## config.mk

```make
export PLATFORM = sky130hd
export DESIGN_NAME = mc_control_flat
export DESIGN_NICKNAME = d
export VERILOG_FILES = /design/src/rtl/mc_control_pkg.sv /design/src/rtl/mc_control_if.sv /design/src/rtl/mc_control_instr_decode.sv /design/src/rtl/mc_control.sv /design/src/flat_wrapper.sv
export SDC_FILE = /design/constraint.sdc
export NUM_CORES = 1
export LEC_CHECK = 0
export ABC_AREA = 1
export BUFFER_PORTS_ARGS = -buffer_cell sky130_fd_sc_hd__buf_2
export CAP_MARGIN = 15
export CORE_UTILIZATION = 45
export CTS_BUF_LIST = sky130_fd_sc_hd__clkbuf_4
export DETAILED_ROUTE_END_ITERATION = 7
export PLACE_DENSITY_LB_ADDON = 0.2
export SLEW_MARGIN = 0
export SYNTH_ARGS = -nofsm -noshare
export SYNTH_HDL_FRONTEND = slang
export SYNTH_SLANG_ARGS = --single-unit
```

## constraint.sdc

```tcl
create_clock -name Clk -period 1.65 [get_ports Clk]
set_input_delay 0.33 -clock Clk [delete_from_list [all_inputs] [get_ports Clk]]
set_output_delay 0.33 -clock Clk [all_outputs]
set_load 0.01 [all_outputs]
```

## src/rtl/mc_control_pkg.sv

```systemverilog
// mc_control_pkg: shared constants and types for the multi-cycle control unit.
//   - MIPS opcode / funct encodings for the supported subset
//   - ALU_func codes driven to the datapath ALU
//   - controller state encoding and decoded instruction class
package mc_control_pkg;

  localparam logic [5:0] OpRtype = 6'b000000;
  localparam logic [5:0] OpAddi  = 6'b001000;
  localparam logic [5:0] OpLw    = 6'b100011;
  localparam logic [5:0] OpSw    = 6'b101011;
  localparam logic [5:0] OpBeq   = 6'b000100;
  localparam logic [5:0] OpBne   = 6'b000101;

  localparam logic [5:0] FnAdd = 6'b100000;
  localparam logic [5:0] FnSub = 6'b100010;
  localparam logic [5:0] FnAnd = 6'b100100;
  localparam logic [5:0] FnOr  = 6'b100101;
  localparam logic [5:0] FnSlt = 6'b101010;

  localparam logic [3:0] AluAdd = 4'b0000;
  localparam logic [3:0] AluSub = 4'b0001;
  localparam logic [3:0] AluAnd = 4'b0010;
  localparam logic [3:0] AluOr  = 4'b0011;
  localparam logic [3:0] AluSlt = 4'b0100;

  typedef enum logic [2:0] {StFetch, StDecode, StExec, StMem, StWb} state_e;

  typedef enum logic [2:0] {
    ClsRtype, ClsAddi, ClsLw, ClsSw, ClsBeq, ClsBne, ClsIllegal
  } instr_class_e;

  function automatic logic [31:0] sign_ext16(logic [15:0] imm);
    return {{16{imm[15]}}, imm};
  endfunction

endpackage

```

## src/rtl/mc_control_if.sv

```systemverilog
// mc_control_if: bundle between the control unit and the fetch stage / datapath.
//   master: the controller (drives PC and datapath strobes, receives Instr and Zero)
//   slave : the fetch stage and datapath side
interface mc_control_if;
  logic [31:0] Instr;
  logic        Zero;
  logic        PC_sel;
  logic        PC_LdEn;
  logic [31:0] PC_Immed;
  logic [31:0] IR_out;
  logic        RF_WrEn;
  logic        RF_Wrdst_sel;
  logic        RF_WrData_sel;
  logic        ALU_Bin_sel;
  logic [3:0]  ALU_func;
  logic        MEM_WrEn;
  logic        Illegal;

  modport master (
    input  Instr, Zero,
    output PC_sel, PC_LdEn, PC_Immed, IR_out, RF_WrEn, RF_Wrdst_sel, RF_WrData_sel,
           ALU_Bin_sel, ALU_func, MEM_WrEn, Illegal
  );

  modport slave (
    output Instr, Zero,
    input  PC_sel, PC_LdEn, PC_Immed, IR_out, RF_WrEn, RF_Wrdst_sel, RF_WrData_sel,
           ALU_Bin_sel, ALU_func, MEM_WrEn, Illegal
  );
endinterface

```

## src/rtl/mc_control_instr_decode.sv

```systemverilog
// mc_control_instr_decode: purely combinational instruction decoder.
//   opcode_i   : IR[31:26]
//   funct_i    : IR[5:0]
//   cls_o      : instruction class (ClsIllegal for anything unsupported)
//   alu_func_o : ALU operation the instruction needs in EXEC
module mc_control_instr_decode
  import mc_control_pkg::*;
(
  input  logic [5:0]   opcode_i,
  input  logic [5:0]   funct_i,
  output instr_class_e cls_o,
  output logic [3:0]   alu_func_o
);

  always_comb begin
    cls_o      = ClsIllegal;
    alu_func_o = AluAdd;
    case (opcode_i)
      OpRtype: begin
        case (funct_i)
          FnAdd: begin cls_o = ClsRtype; alu_func_o = AluAdd; end
          FnSub: begin cls_o = ClsRtype; alu_func_o = AluSub; end
          FnAnd: begin cls_o = ClsRtype; alu_func_o = AluAnd; end
          FnOr:  begin cls_o = ClsRtype; alu_func_o = AluOr;  end
          FnSlt: begin cls_o = ClsRtype; alu_func_o = AluSlt; end
          default: ;
        endcase
      end
      OpAddi: cls_o = ClsAddi;
      OpLw:   cls_o = ClsLw;
      OpSw:   cls_o = ClsSw;
      OpBeq:  begin cls_o = ClsBeq; alu_func_o = AluSub; end
      OpBne:  begin cls_o = ClsBne; alu_func_o = AluSub; end
      default: ;
    endcase
  end

endmodule

```

## src/rtl/mc_control.sv

```systemverilog
// mc_control: multi-cycle control FSM (FETCH, DECODE, EXEC, MEM, WB).
//   Clk   : rising-edge clock
//   Reset : synchronous active-high reset; also masks all strobes in the same cycle
//   bus   : master side of mc_control_if (Instr/Zero in, PC and datapath controls out)
// ROM_LAT sets the FETCH length and MEM_LAT the MEM length; both share one down-counter.
module mc_control
  import mc_control_pkg::*;
#(
  parameter int unsigned ROM_LAT = 1,
  parameter int unsigned MEM_LAT = 1
) (
  input  logic Clk,
  input  logic Reset,
  mc_control_if.master bus
);

  localparam int unsigned MaxLat = (ROM_LAT > MEM_LAT) ? ROM_LAT : MEM_LAT;
  localparam int unsigned CntW   = $clog2(MaxLat + 1);
  localparam logic [CntW-1:0] RomReload = CntW'(ROM_LAT - 1);
  localparam logic [CntW-1:0] MemReload = CntW'(MEM_LAT - 1);

  state_e          state_q, state_d;
  logic [CntW-1:0] cnt_q, cnt_d;
  logic [31:0]     ir_q, ir_d;
  logic            illegal_q, illegal_d;

  instr_class_e cls;
  logic [3:0]   dec_alu_func;
  logic         pc_ld, pc_sel, rf_wr, mem_wr;

  mc_control_instr_decode u_decode (
    .opcode_i   (ir_q[31:26]),
    .funct_i    (ir_q[5:0]),
    .cls_o      (cls),
    .alu_func_o (dec_alu_func)
  );

  always_ff @(posedge Clk) begin
    if (Reset) begin
      state_q   <= StFetch;
      cnt_q     <= RomReload;
      ir_q      <= '0;
      illegal_q <= 1'b0;
    end else begin
      state_q   <= state_d;
      cnt_q     <= cnt_d;
      ir_q      <= ir_d;
      illegal_q <= illegal_d;
    end
  end

  always_comb begin
    state_d   = state_q;
    cnt_d     = cnt_q;
    ir_d      = ir_q;
    illegal_d = illegal_q;
    pc_ld     = 1'b0;
    pc_sel    = 1'b0;
    rf_wr     = 1'b0;
    mem_wr    = 1'b0;

    unique case (state_q)
      StFetch: begin
        if (cnt_q == '0) begin
          ir_d    = bus.Instr;
          state_d = StDecode;
        end else begin
          cnt_d = cnt_q - CntW'(1);
        end
      end
      StDecode: begin
        if (cls == ClsIllegal) begin
          // Retire as a NOP: advance PC by 4 and flag it.
          illegal_d = 1'b1;
          pc_ld     = 1'b1;
          state_d   = StFetch;
          cnt_d     = RomReload;
        end else begin
          state_d = StExec;
        end
      end
      StExec: begin
        case (cls)
          ClsRtype, ClsAddi: state_d = StWb;
          ClsLw, ClsSw: begin
            state_d = StMem;
            cnt_d   = MemReload;
          end
          ClsBeq, ClsBne: begin
            pc_ld   = 1'b1;
            pc_sel  = (cls == ClsBeq) ? bus.Zero : ~bus.Zero;
            state_d = StFetch;
            cnt_d   = RomReload;
          end
          default: begin
            // Unreachable (illegal never leaves DECODE); keep the one-PC-load invariant.
            pc_ld   = 1'b1;
            state_d = StFetch;
            cnt_d   = RomReload;
          end
        endcase
      end
      StMem: begin
        // First MEM cycle is when the counter still holds its reload value.
        mem_wr = (cls == ClsSw) && (cnt_q == MemReload);
        if (cnt_q == '0) begin
          if (cls == ClsSw) begin
            pc_ld   = 1'b1;
            state_d = StFetch;
            cnt_d   = RomReload;
          end else begin
            state_d = StWb;
          end
        end else begin
          cnt_d = cnt_q - CntW'(1);
        end
      end
      StWb: begin
        rf_wr   = 1'b1;
        pc_ld   = 1'b1;
        state_d = StFetch;
        cnt_d   = RomReload;
      end
      default: begin
        state_d = StFetch;
        cnt_d   = RomReload;
      end
    endcase

    // Reset aborts the instruction: no partial register, memory or PC update.
    if (Reset) begin
      pc_ld  = 1'b0;
      rf_wr  = 1'b0;
      mem_wr = 1'b0;
    end
  end

  assign bus.PC_sel        = pc_sel;
  assign bus.PC_LdEn       = pc_ld;
  assign bus.PC_Immed      = sign_ext16(ir_q[15:0]);
  assign bus.IR_out        = ir_q;
  assign bus.RF_WrEn       = rf_wr;
  assign bus.RF_Wrdst_sel  = (cls == ClsRtype);
  assign bus.RF_WrData_sel = (cls == ClsLw);
  assign bus.ALU_Bin_sel   = (cls == ClsAddi) || (cls == ClsLw) || (cls == ClsSw);
  assign bus.ALU_func      = dec_alu_func;
  assign bus.MEM_WrEn      = mem_wr;
  assign bus.Illegal       = illegal_q;

endmodule

```

## src/flat_wrapper.sv

```systemverilog
// flat-port wrapper written by rule: the top's interface ports become plain ports
module mc_control_flat import mc_control_pkg::*;
#(
  parameter int unsigned ROM_LAT = 1,
  parameter int unsigned MEM_LAT = 1
)
  (Clk, Reset, bus_Instr, bus_Zero, bus_PC_sel, bus_PC_LdEn, bus_PC_Immed, bus_IR_out, bus_RF_WrEn, bus_RF_Wrdst_sel, bus_RF_WrData_sel, bus_ALU_Bin_sel, bus_ALU_func, bus_MEM_WrEn, bus_Illegal);
  mc_control_if bus_i ();
  input  logic Clk;
  input  logic Reset;
  input wire logic [$bits(bus_i.Instr)-1:0] bus_Instr;
  input wire logic [$bits(bus_i.Zero)-1:0] bus_Zero;
  output wire logic [$bits(bus_i.PC_sel)-1:0] bus_PC_sel;
  output wire logic [$bits(bus_i.PC_LdEn)-1:0] bus_PC_LdEn;
  output wire logic [$bits(bus_i.PC_Immed)-1:0] bus_PC_Immed;
  output wire logic [$bits(bus_i.IR_out)-1:0] bus_IR_out;
  output wire logic [$bits(bus_i.RF_WrEn)-1:0] bus_RF_WrEn;
  output wire logic [$bits(bus_i.RF_Wrdst_sel)-1:0] bus_RF_Wrdst_sel;
  output wire logic [$bits(bus_i.RF_WrData_sel)-1:0] bus_RF_WrData_sel;
  output wire logic [$bits(bus_i.ALU_Bin_sel)-1:0] bus_ALU_Bin_sel;
  output wire logic [$bits(bus_i.ALU_func)-1:0] bus_ALU_func;
  output wire logic [$bits(bus_i.MEM_WrEn)-1:0] bus_MEM_WrEn;
  output wire logic [$bits(bus_i.Illegal)-1:0] bus_Illegal;
  assign bus_i.Instr = bus_Instr;
  assign bus_i.Zero = bus_Zero;
  assign bus_PC_sel = bus_i.PC_sel;
  assign bus_PC_LdEn = bus_i.PC_LdEn;
  assign bus_PC_Immed = bus_i.PC_Immed;
  assign bus_IR_out = bus_i.IR_out;
  assign bus_RF_WrEn = bus_i.RF_WrEn;
  assign bus_RF_Wrdst_sel = bus_i.RF_Wrdst_sel;
  assign bus_RF_WrData_sel = bus_i.RF_WrData_sel;
  assign bus_ALU_Bin_sel = bus_i.ALU_Bin_sel;
  assign bus_ALU_func = bus_i.ALU_func;
  assign bus_MEM_WrEn = bus_i.MEM_WrEn;
  assign bus_Illegal = bus_i.Illegal;
  mc_control #(.ROM_LAT(ROM_LAT), .MEM_LAT(MEM_LAT)) u_core (.Clk(Clk), .Reset(Reset), .bus(bus_i));
endmodule
```

==> impl_metrics.toml <==
[timing]
worst_slack_ps = -592
finalCriticalPeriod_ps = 2240
setup_tns_ps = -3340
period_share = 1.36
max_freq_mhz = 446
rsz0062_at_grt = "true"
skew_ps = 13.2
hold_viol_final = 0
slew_violations = 0
final-setup-viol-count = 10

[grt]
antenna_found_initial = 0
grt_max_degree = 34
gr-usage-met3 = 0.0724
grt_pass1_vias = 1795
gr-total-overflow = 0
grt_pass1_wl_mm = 8.10
grt_util_met2 = 0.390
grt_use_met1 = 0.303
track_usage = 0.246
grt_busiest_layer = "met2"

[worst_hold_path]
hp-class = "in2reg"
hold_end = "u_core.bus.Illegal$_SDFFE_PP0P_"
hold_depth = 2
min_from = "Reset"

[worst_setup_path]
critPathBufInv = 2
cpPeakStageDelay_ps = 340
start_kind = "register"
worstSetupEndpointType = "primary output"
crit_fanout = 4
r2r-end = "u_core.bus.Illegal$_SDFFE_PP0P_"
r2r_cells = 15
crit_arrival_ps = 1910
reg2reg_setup_slack_ps = -480
cp_top_family = "simple AND/OR/NAND/NOR gates"
worstSetupPathType = "reg2out"
cp.required_ps = 1320
reg2reg_from = "u_core.bus.IR_out[30]$_SDFFE_PP0P_"
path_cells = "inv_2, nand2_2, nor2_2, o21ai_2, a21oi_2, nand2_4, nor4_2, buf_2"
slowest_stage = "dfxtp_2"

[logic_synthesis]
synth.yosys.warnings = 0
syn_inst = 259
synth_seq_cells = 36
syn_area_per_cell_sq_um = 7.10
syn_area_sq_um = 1840
synth_nets = 294
yosysUniqueCellTypes = 23
ys_seq_area_frac = 0.392

[placement]
post-dp-hpwl_mm = 3.36
pre_cts_slack_ps = -150
io_buffers = 109
routabilityCongestion = 0.850
dpl_cell_area_sq_um = 2410

[cells_and_area]
fin_nets = 418
syn_to_final_growth_pct = 48.3
drive_gt1_frac = 0.555
n_antenna_cell = 0
finish.instance_area_sq_um = 2730

[clock_network]
clk_pin_slew_ps = 120
cts_num_sinks = 36
cts_buffers = 5
root_buffer = "clkbuf_4"
clock_latency_ps = 350
ctsLongestPathBuffers = 2
htree_num_levels = 2
tritoncts = "yes"

[route]
first_pass_iters = 4
num_vias = 2039
ant_nets = 0
wl_mm = 5.09
drtIter0Drc = 67
vias_per_cell = 4.72
drc = 0
routedWlPerCell_um = 11.8

[power_and_ir_drop]
peakVddDrop_mv = 0.733
p_leak_uw = 0.00150
power_density_nw_per_um2 = 1250

[floorplanning]
io_pins = 111
rows = 22
die_area_sq_um = 4350
start_util = 0.484
core-area_sq_um = 3800
die_x_um = 65.9
fp.dieH_um = 65.9

[flow_run]
maxCapViolCount = 0

[run_status]
violations = "negative setup slack"
outcome = "finished, violations left"
-- worst register-to-register path: stages (launching register included) --
cell and delay [ps]:
dfxtp_2 350, inv_2 40, buf_4 130, nand4_4 110, inv_2 70, nand2_1 100
nand2_2 70, nor2_2 160, nand4_1 170, buf_4 170, buf_4 120, buf_4 110
buf_4 120, buf_4 120, buf_4 120, a21oi_2 90
-- cell usage after synthesis --
cell type	n	area [sq um]
inv_2	7	26.3
buf_4	33	248
nor4_2	2	25.0
a21oi_1	15	75.1
nand2_1	18	67.6
buf_2	1	5.00
nand4_2	1	12.5
nor2_2	6	37.5
nand3_1	7	35.0
and2_1	1	6.26
conb_1	1	3.75
o21ai_0	32	160
nand3b_1	1	7.51
nor3_1	4	20.0
a21oi_2	2	17.5
nor2_1	58	218
inv_1	16	60.1
nand4_1	2	12.5
dfxtp_1	36	721
nand2_2	6	37.5
xnor2_1	1	8.76
clkbuf_1	8	30.0
o21ai_1	1	5.00
-- power breakdown --
group          internal [uW]  switching (uW)
sequential              1050             140
clock                    179             309
combinational            793             924
total                   2020            1370
-- worst max path at each step --
| stage | startpoint | to | slack (ps) | depth (start not counted) |
|---|---|---|---|---|
| after floorplan | u_core.bus.IR_out[5]$_SDFFE_PP0P_ | bus_RF_Wrdst_sel | 2 | 8 |
| after global placement | u_core.bus.IR_out[5]$_SDFFE_PP0P_ | bus_PC_LdEn | -90 | 12 |
| after detailed placement | u_core.bus.IR_out[28]$_SDFFE_PP0P_ | bus_PC_LdEn | -150 | 10 |
| after CTS | u_core.bus.IR_out[26]$_SDFFE_PP0P_ | bus_PC_LdEn | -480 | 12 |
| after global routing | u_core.bus.IR_out[2]$_SDFFE_PP0P_ | bus_RF_Wrdst_sel | -670 | 9 |
| final | u_core.bus.IR_out[30]$_SDFFE_PP0P_ | bus_RF_Wrdst_sel | -590 | 8 |
-- flip-flops by register name (all words and copies together), names as in the netlist --
register	cells
u_core.bus.IR_out	32
u_core.state_q	3
u_core.bus.Illegal	1
-- cell families after synthesis --
kind of cell / after synthesis / share of synthesized area
AO/OA/AOI/OAI: 50 / 0.140
buffers and inverters: 65 / 0.201
flip-flops: 36 / 0.392
other: 1 / 0.00204
XOR/XNOR: 1 / 0.00476
AND/OR/NAND/NOR: 106 / 0.261
-- area by class of cell --
type                    instances  area, sq um
fillers                       331         1070
multi-input cells             158          842
clock inverters                 2         11.3
clock buffers                   6         45.0
inverters                      23         88.8
repair buffers                159          942
flip-flops and latches         36          738
well taps                      48         60.1
-- metrics by stage --
stage,std cells,utilization,hold slack (ps),power (uW)
global placement,407,0.635,458,2570
finish,432,0.718,188,3400
global route,432,0.718,194,3630
floorplan,259,-,399,2130
detailed placement,407,0.635,453,2590
CTS,430,0.710,181,3320
-- timing repair --
item / 4_1_cts / 5_1_grt
pin swaps: 11 / 2
setup endpoints to repair: 9 / 11
hold buffers: 0 / 0
gates resized for setup: 36 / 5
setup buffers: 16 / 2
-- layout by cell type, fill, tap and decap left out --
cell type,instances
o21ai_2,1
nand2_1,13
nor2_4,6
xnor2_1,1
nand2_2,9
dfxtp_4,4
buf_2,108
inv_1,13
nor2_2,4
inv_4,1
nand4_1,2
clkbuf_4,6
dfxtp_2,2
nand4_4,1
clkinvlp_4,1
nand3_1,5
buf_4,46
dfxtp_1,30
o21ai_0,32
a21oi_1,13
nand3_2,2
nor2_1,54
buf_6,5
inv_2,9
nor3_1,4
clkinv_1,1
nand2_4,2
and2_1,1
a21oi_2,4
conb_1,1
nor4_2,2
nand3b_1,1
-- routing by layer --
layer / vias to the layer above / share of wire
met5: - / 0
met4: 0 / 0.022
met3: 13 / 0.074
met2: 86 / 0.47
met1: 904 / 0.43
li1: 1036 / -
Power figures use the tool's default switching activity.
